===== config.mk =====
export PLATFORM = sky130hd
export DESIGN_NAME = axi_sram_write_slave
export DESIGN_NICKNAME = d
export VERILOG_FILES = /design/src/rtl/axi_pkg.sv /design/src/rtl/axi_burst_addr_gen.sv /design/src/rtl/axi_sram_write_slave.sv
export SDC_FILE = /design/constraint.sdc
export NUM_CORES = 1
export LEC_CHECK = 0
export BUFFER_PORTS_ARGS = -buffer_cell sky130_fd_sc_hd__buf_2
export CORE_ASPECT_RATIO = 0.7
export CORE_MARGIN = 2
export CORE_UTILIZATION = 32
export DETAILED_ROUTE_END_ITERATION = 16
export PLACE_DENSITY = 0.71
export SLEW_MARGIN = 20
export SYNTH_ARGS = -nofsm -noshare
export SYNTH_HDL_FRONTEND = slang
export SYNTH_SLANG_ARGS = --single-unit

===== constraint.sdc =====
create_clock -name clk -period 3.2 [get_ports clk]
set_input_delay 0.8 -clock clk [delete_from_list [all_inputs] [get_ports clk]]
set_output_delay 0.8 -clock clk [all_outputs]
set_load 0.05 [all_outputs]

===== src/rtl/axi_pkg.sv =====
`default_nettype none
// ============================================================================
// Module  : axi_pkg
// Brief   : Shared widths, response/burst codes and write FSM states for the
//           AXI SRAM write slave.
// Revision: 1.0 - initial release
// ============================================================================
package axi_pkg;

    localparam int AXI_ADDR_BITS     = 32;
    localparam int AXI_DATA_BITS     = 32;
    localparam int AXI_IDS_BITS      = 8;
    localparam int AXI_LEN_BITS      = 4;
    localparam int AXI_MEM_ADDR_BITS = 14;

    localparam logic [1:0] RESP_OKAY   = 2'b00;
    localparam logic [1:0] RESP_SLVERR = 2'b10;

    localparam logic [1:0] BURST_FIXED = 2'b00;
    localparam logic [1:0] BURST_INCR  = 2'b01;
    localparam logic [1:0] BURST_WRAP  = 2'b10;

    localparam logic [2:0] SIZE_WORD = 3'd2;

    typedef enum logic [1:0] {
        IDLE  = 2'd0,
        WDATA = 2'd1,
        BRESP = 2'd2
    } wr_state_t;

endpackage
`default_nettype wire


===== src/rtl/axi_burst_addr_gen.sv =====
`default_nettype none
// ============================================================================
// Module  : axi_burst_addr_gen
// Brief   : Combinational SRAM word address for the current beat; the INCR
//           add wraps modulo the SRAM address space.
// Revision: 1.0 - initial release
// ============================================================================
module axi_burst_addr_gen
    import axi_pkg::*;
#(
    parameter int MEM_ADDR_BITS = AXI_MEM_ADDR_BITS,
    parameter int CNT_BITS      = AXI_LEN_BITS + 1
) (
    input  logic [MEM_ADDR_BITS-1:0] base,
    input  logic [CNT_BITS-1:0]      cnt,
    input  logic [1:0]               burst,
    output logic [MEM_ADDR_BITS-1:0] mem_addr
);

    assign mem_addr = (burst == BURST_FIXED) ? base : base + MEM_ADDR_BITS'(cnt);

endmodule
`default_nettype wire


===== src/rtl/axi_sram_write_slave.sv =====
`default_nettype none
// ============================================================================
// Module  : axi_sram_write_slave
// Brief   : AXI4 write responder turning W beats into byte-masked SRAM writes.
//           Optional protocol checking via macro AXI_WR_ERRCHK_EN.
// Revision: 1.0 - initial release
// ============================================================================
module axi_sram_write_slave #(
    parameter int ADDR_BITS     = axi_pkg::AXI_ADDR_BITS,
    parameter int DATA_BITS     = axi_pkg::AXI_DATA_BITS,
    parameter int IDS_BITS      = axi_pkg::AXI_IDS_BITS,
    parameter int LEN_BITS      = axi_pkg::AXI_LEN_BITS,
    parameter int MEM_ADDR_BITS = axi_pkg::AXI_MEM_ADDR_BITS
) (
    input  logic                     clk,
    input  logic                     rst,
    input  logic [IDS_BITS-1:0]      AWID,
    input  logic [ADDR_BITS-1:0]     AWADDR,
    input  logic [LEN_BITS-1:0]      AWLEN,
    input  logic [2:0]               AWSIZE,
    input  logic [1:0]               AWBURST,
    input  logic                     AWVALID,
    output logic                     AWREADY,
    input  logic [DATA_BITS-1:0]     WDATA,
    input  logic [DATA_BITS/8-1:0]   WSTRB,
    input  logic                     WLAST,
    input  logic                     WVALID,
    output logic                     WREADY,
    output logic [IDS_BITS-1:0]      BID,
    output logic [1:0]               BRESP,
    output logic                     BVALID,
    input  logic                     BREADY,
    output logic                     mem_cs,
    output logic [DATA_BITS/8-1:0]   mem_we,
    output logic [MEM_ADDR_BITS-1:0] mem_addr,
    output logic [DATA_BITS-1:0]     mem_wdata
);

    localparam int STRB_BITS = DATA_BITS / 8;
    localparam int CNT_BITS  = LEN_BITS + 1;

    axi_pkg::wr_state_t r_state;
    axi_pkg::wr_state_t w_state_nxt;

    logic [IDS_BITS-1:0]      r_id;
    logic [MEM_ADDR_BITS-1:0] r_base;
    logic [1:0]               r_burst;
    logic [CNT_BITS-1:0]      r_cnt;

    logic                     w_aw_hs;
    logic                     w_w_hs;
    logic                     w_b_hs;
    logic                     w_write_ok;
    logic                     w_err;
    logic                     w_cs;
    logic                     w_unused;
    logic [MEM_ADDR_BITS-1:0] w_addr;

    // Handshakes are masked by rst so nothing is latched or written while in reset.
    assign w_aw_hs = !rst && AWVALID && (r_state == axi_pkg::IDLE);
    assign w_w_hs  = !rst && WVALID  && (r_state == axi_pkg::WDATA);
    assign w_b_hs  = !rst && BREADY  && (r_state == axi_pkg::BRESP);
    assign w_cs    = w_w_hs && w_write_ok;

    always_comb begin
        w_state_nxt = r_state;
        case (r_state)
            axi_pkg::IDLE:  if (w_aw_hs)          w_state_nxt = axi_pkg::WDATA;
            axi_pkg::WDATA: if (w_w_hs && WLAST)  w_state_nxt = axi_pkg::BRESP;
            axi_pkg::BRESP: if (w_b_hs)           w_state_nxt = axi_pkg::IDLE;
            default:                              w_state_nxt = axi_pkg::IDLE;
        endcase
    end

    always_ff @(posedge clk) begin
        if (rst) begin
            r_state <= axi_pkg::IDLE;
            r_id    <= '0;
            r_base  <= '0;
            r_burst <= '0;
            r_cnt   <= '0;
        end else begin
            r_state <= w_state_nxt;
            if (w_aw_hs) begin
                r_id    <= AWID;
                r_base  <= AWADDR[MEM_ADDR_BITS+1:2];
                r_burst <= AWBURST;
                r_cnt   <= '0;
            end else if (w_w_hs) begin
                r_cnt   <= r_cnt + 1'b1;
            end
        end
    end

`ifdef AXI_WR_ERRCHK_EN
    logic [LEN_BITS-1:0] r_len;
    logic                r_err;
    logic                r_suppress;
    logic                r_past;
    logic                w_aw_bad;

    assign w_aw_bad = (AWSIZE != axi_pkg::SIZE_WORD) ||
                      ((AWBURST != axi_pkg::BURST_FIXED) && (AWBURST != axi_pkg::BURST_INCR));

    // r_past: the beat with cnt == len has been taken, so every later beat is surplus.
    always_ff @(posedge clk) begin
        if (rst) begin
            r_len      <= '0;
            r_err      <= 1'b0;
            r_suppress <= 1'b0;
            r_past     <= 1'b0;
        end else if (w_aw_hs) begin
            r_len      <= AWLEN;
            r_err      <= w_aw_bad;
            r_suppress <= w_aw_bad;
            r_past     <= 1'b0;
        end else if (w_w_hs) begin
            if (r_past || (WLAST && (r_cnt != {1'b0, r_len})))
                r_err <= 1'b1;
            if (r_cnt == {1'b0, r_len})
                r_past <= 1'b1;
        end
    end

    assign w_write_ok = !r_suppress && !r_past;
    assign w_err      = r_err;
    assign w_unused   = ^{AWADDR[ADDR_BITS-1:MEM_ADDR_BITS+2], AWADDR[1:0]};
`else
    assign w_write_ok = 1'b1;
    assign w_err      = 1'b0;
    assign w_unused   = ^{AWADDR[ADDR_BITS-1:MEM_ADDR_BITS+2], AWADDR[1:0], AWSIZE, AWLEN};
`endif

    axi_burst_addr_gen #(
        .MEM_ADDR_BITS (MEM_ADDR_BITS),
        .CNT_BITS      (CNT_BITS)
    ) u_addr_gen (
        .base     (r_base),
        .cnt      (r_cnt),
        .burst    (r_burst),
        .mem_addr (w_addr)
    );

    always_comb begin
        AWREADY   = 1'b0;
        WREADY    = 1'b0;
        BVALID    = 1'b0;
        BID       = '0;
        BRESP     = axi_pkg::RESP_OKAY;
        mem_cs    = 1'b0;
        mem_we    = '0;
        mem_addr  = '0;
        mem_wdata = '0;
        if (!rst) begin
            AWREADY   = (r_state == axi_pkg::IDLE);
            WREADY    = (r_state == axi_pkg::WDATA);
            BVALID    = (r_state == axi_pkg::BRESP);
            BID       = r_id;
            BRESP     = w_err ? axi_pkg::RESP_SLVERR : axi_pkg::RESP_OKAY;
            mem_cs    = w_cs;
            mem_we    = w_cs ? WSTRB : {STRB_BITS{1'b0}};
            mem_addr  = w_addr;
            mem_wdata = WDATA;
        end
    end

endmodule
`default_nettype wire


# --- Yosys cells after proc, flatten, opt, wreduce, memory -nomap -nowiden ---
# Index checks and enable logic that the tools add are counted.
classes:
  n_mul: 0
  muxes: 14
  bitwise_logic: 0
  n_eq_ne: 5
  n_reduce_logical: 12
  addsub: 2
  shift: 0
  div: 0
  order_cmp: 0
ops:
  columns: ["operator", "n"]
  rows:
  - ["two-way mux 32 bit", 1]
  - ["two-way mux 14 bit", 2]
  - ["adder 14 x 5 -> 14 bit", 1]
  - ["two-way mux 4 bit", 2]
  - ["two-way mux 8 bit", 1]
  - ["logical AND 1 bit", 7]
  - ["two-way mux 2 bit", 3]
  - ["!= test 2 bit (second input constant)", 3]
  - ["one-hot mux 2 bit (3 select lines)", 1]
  - ["adder 5 x 1 -> 5 bit (second input constant)", 1]
  - ["logical NOT 2 bit", 2]
  - ["two-way mux 1 bit", 4]
  - ["AND reduction 3 bit", 1]
  - ["equality test 2 x 1 -> 1 bit (second input constant)", 1]
  - ["equality test 2 bit (second input constant)", 1]
  - ["OR reduction 2 bit", 1]
  - ["logical NOT 1 bit", 1]
word_totals:
  n_memories: 0
  rom_bits: 0
  ramBits: 0
  ff_bits: 31
  elab_cells: 38
  in_bits: 91
  output_inout_bits: 64
  latch_bits: 0

# --- Longest topological paths before layout ---
logic_depth:
  word_depth: 6
  depth_mapped: 6
  ltp_nobuf: 6

# --- Modules after synthesis ---
# From an unflattened synthesis, not the netlist that was laid out.
hier_totals:
  hier_cells: 220
  area_unflattened_um2: 1980.6
by_module_without_submodules:
  columns: ["module", "seq_area_each_um2", "area_per_inst_um2", "cells_per_inst", "instances"]
  rows:
  - ["axi_sram_write_slave", 620.6, 1525.2, 159, 1]
  - ["axi_burst_addr_gen", 0.0, 455.4, 61, 1]

# --- Least setup slack after synthesis ---
# OpenSTA, ideal clock, no wires.
synth_path:
  path_type: "input to output"
  from: "input rst"
  to: "output mem_addr[2]"
  required_ps: 2400
  path_stages: 4
  path_buffers: 3
  arrival_time_ps: 2490
  slack_ps: -90
  path_cell_list: "buf_2 -> clkbuf_1 -> clkbuf_1 -> a211oi_1"
synth_between:
  elab_chain_cells: 1
synth_rtl:
  columns: ["item", "line", "source"]
  rows:
  - ["from (decl)", "axi_sram_write_slave.sv:16", "input logic rst,"]
  - ["two-way mux 14 bit", "axi_sram_write_slave.sv:154", "if (!rst) begin"]
  - ["to (decl)", "axi_sram_write_slave.sv:35", "output logic [MEM_ADDR_BITS-1:0] mem_addr,"]
# Every way passes these cells.

# --- Worst setup path after layout ---
layout_path:
  from: "register r_cnt[2]"
  to: "output mem_addr[9]"
layout_between:
  elab_chain_cells: 3
layout_rtl:
  columns: ["item", "line", "source"]
  rows:
  - ["from (decl)", "axi_sram_write_slave.sv:48", "logic [CNT_BITS-1:0] r_cnt;"]
  - ["from (signal assigned)", "axi_sram_write_slave.sv:90", "r_cnt <= r_cnt + 1'b1;"]
  - ["adder 14 x 5 -> 14 bit", "axi_burst_addr_gen.sv:20", "assign mem_addr = (burst == BURST_FIXED) ? base : base + MEM_ADDR_BITS'(cnt);"]
  - ["two-way mux 14 bit", "axi_burst_addr_gen.sv:20", null]
  - ["two-way mux 14 bit", "axi_sram_write_slave.sv:154", null]
# Every way passes these cells.

==> results_dict.tcl <==
set metrics [dict create \
    grt_usage_pct 16.01 \
    dp_cells 437 \
    critPathCaptureType "output pin" \
    dieWidth_um 97.68 \
    fin_nets 468 \
    critPathSlowestCell "or4_1" \
    yosysTopAreaCell "dfxtp_1" \
    netSwitchingFraction_pct 34.62 \
    finalCritPeriodShare_pct 95.76 \
    hold_slack_ps 494.6 \
    pwr-share-clk_pct 33.2 \
    synth_warnings 0 \
    area_delta_synth_final_pct 45.58 \
    cts-root-buf "clkbuf_8" \
    p_switching_mw 0.4138 \
    worstSetupStartpoint "r_cnt[2]$_SDFFE_PP0N_" \
    core_mm2 0.005813 \
    min_period_ps 3064 \
    reg2regPathDepth 4 \
    cts_buffer_depth 2 \
    internal_power_mw 0.7813 \
    pwr-share-seq_pct 36.5 \
    finClkSkew_ps 8.505 \
    crit_path_max_fanout 5 \
    fin_cells 446 \
    synth_top_area_share_pct 31.57 \
    p_comb_share_pct 30.2 \
    synth_async_sr_flop_share_pct 0 \
    timing.fmax_mhz 326.3 \
    crit_chain "ha_1, o21a_2, a211oi_2, or4_1, a21oi_1, buf_2" \
    synth_area_mm2 0.001966 \
    final-hold-violation-count 0 \
    drc 0 \
    start_util_pct 33.81 \
    via_per_inst 4.771 \
    wire_per_inst_um 12.72 \
    r2r-start "r_state[1]$_SDFFE_PP0P_" \
    rsz0062_at_grt "false" \
    dpl_cell_area_mm2 0.002693 \
    reg2reg_setup_slack_ps 1590 \
    dp_hpwl_um 4476 \
    grt_overflow 0 \
    synth.most_common_cell "nor2b_1" \
    max_slew_margin_pct 62.71 \
    setup_viol 0 \
    row_count 23 \
    die_y_um 69.58 \
    critical_path_class "reg2out" \
    cts_hold_buffers 0 \
    gp_congestion 0.8404 \
    cts-buffers-inserted 5 \
    numPortBuffers 127 \
    path_depth 6 \
    worst_slew_pin_slew_ps 551.4 \
    grt_max_degree 43 \
    critical-path-top-delay-family "compound AO/OA/AOI/OAI gates" \
    ir_drop_uv 326.8 \
    postLayoutCellArea_mm2 0.002861 \
    drtAntennaViolNets 0 \
    crit_buf_inv 1 \
    startpoint_type "flop" \
    drive_above_1_share_pct 42.59 \
    max_stage_delay_ps 470 \
    p_leak_nw 1.390 \
    yosysUniqueCellTypes 39 \
    synth-seq-cells 31 \
    grt_pass1_wl_um 8894 \
    hold_path_class "reg2reg" \
    h-tree-depth 2 \
    synth_edf_count 0 \
    wirelength_um 5675 \
    grt_pass1_vias 1942 \
    ys_seq_area_share_pct 31.57 \
    vias 2128 \
    drt_pass1_iterations 4 \
    drt_iter0_drc 111 \
    antenna_found_initial 0 \
    syn_area_per_cell_um2 8.089 \
    synthCells 243 \
    yosys_most_used_dff "dfxtp_1" \
    clkTransAtPathRegs_ps 70 \
    synth_area_leaders "dfxtp_1 (32%), nor2b_1 (13%), nand2_1 (5.2%)" \
    synth_commonest_cells "nor2b_1 (40), dfxtp_1 (31), nand2_1 (27)" \
    ios 155 \
    p_per_area_mw_per_mm2 417.6 \
    drv_cap 0 \
    r2r-end "r_id[6]$_SDFFE_PP0P_" \
    worstSetupEndpoint "mem_addr[9]" \
    cts.sinks 31 \
    die-area_mm2 0.006796 \
    critPathRequiredTime_ps 2400 \
    insertion_delay_ps 280 \
    cts_tree "yes" \
    arrival_ps 2260 \
    status "complete, no violations" \
    n_antenna_cell 0 \
    maxSlewViolCount 0 \
]
tightest hold or removal path: cells and delay by family (launching register included):
kind / cells / cell delay [ps]
AOI/OAI and AO/OA: 1 / 50
DFF: 1 / 330
and+or+nand+nor: 1 / 70
per-stage QoR:
step	power [mW]	util (%)	setup WS, ps	TNS [ps]
6_report	1.195	49.23	135.7	0
5_1_grt	1.255	49.23	4.549	0
4_1_cts	1.207	48.60	9.306	0
3_5_place_dp	0.8031	46.32	247.7	0
3_3_place_gp	0.7977	46.32	282.9	0
2_1_floorplan	0.7030	-	-89.97	-179.6
state kept, by name, indices dropped and copies added (netlist names):
signal,count
r_burst,2
r_cnt,5
r_state,2
r_id,8
r_base,14
power groups by stage:
stage               logic, mW  registers, mW  clock network, mW
detailed placement      0.358          0.445                  0
global placement        0.354          0.444                  0
finish                  0.361          0.437              0.397
global route            0.386          0.441              0.428
CTS                     0.361          0.436              0.410
floorplan               0.265          0.438                  0
cell type report:
type,count,area [um^2]
fill,586,2952
multi-input combinational,196,1311
timing repair buffer,134,708.2
sequential,31,623.1
tap,75,93.84
clock buffer,6,82.58
clock inverter,2,35.03
inverter,2,7.507
worst min-delay path by stage:
stage / slack (ps) / cells after the start / to / start
final: 490 / 2 / r_burst[0]$_SDFFE_PP0P_ / r_burst[0]$_SDFFE_PP0P_
after global routing: 520 / 2 / r_base[13]$_SDFFE_PP0P_ / r_base[13]$_SDFFE_PP0P_
after CTS: 500 / 2 / r_base[0]$_SDFFE_PP0P_ / r_base[0]$_SDFFE_PP0P_
after detailed placement: 490 / 2 / r_base[0]$_SDFFE_PP0P_ / r_base[0]$_SDFFE_PP0P_
after global placement: 480 / 2 / r_base[0]$_SDFFE_PP0P_ / r_base[0]$_SDFFE_PP0P_
after floorplan: 460 / 2 / r_base[0]$_SDFFE_PP0P_ / r_base[0]$_SDFFE_PP0P_
metal layers:
layer / part of all wire (%) / up-vias / track usage [%]
li1: - / 1086 / -
met1: 45 / 955 / 19.67
met2: 46 / 85 / 26.36
met3: 8.5 / 2 / 6.552
met4: 0.32 / 0 / 3.704
met5: 0 / - / 0
cells in the final DEF, fill, tap and decap left out, types with 4 or more instances in the layout:
cell and instances:
nor2b_1 40, a211o_1 4, buf_2 122, a21oi_1 10
dfxtp_1 29, nor2_1 10, nand2_1 27, o31ai_1 7
and2_1 5, or4_1 5, o21ai_1 14, buf_4 9
nand2b_1 13, clkbuf_8 6, ha_1 5, mux2_1 8
cells by family after synthesis:
logic type	share of synthesized area, %
compound gates	16.61
flops	31.57
mux	6.111
fa+ha+maj	4.838
other cells	0.1908
xor+xnor	2.228
buf+inv	4.456
simple gates	33.99
repair_timing:
item,4_1_cts,5_1_grt
endpoints found under the hold margin,0,0
pin swaps,0,1
gates cloned,0,1
endpoints found under the setup margin,4,7
gates resized for setup,5,8
buffers inserted,0,0
Power figures use the tool's default switching activity.
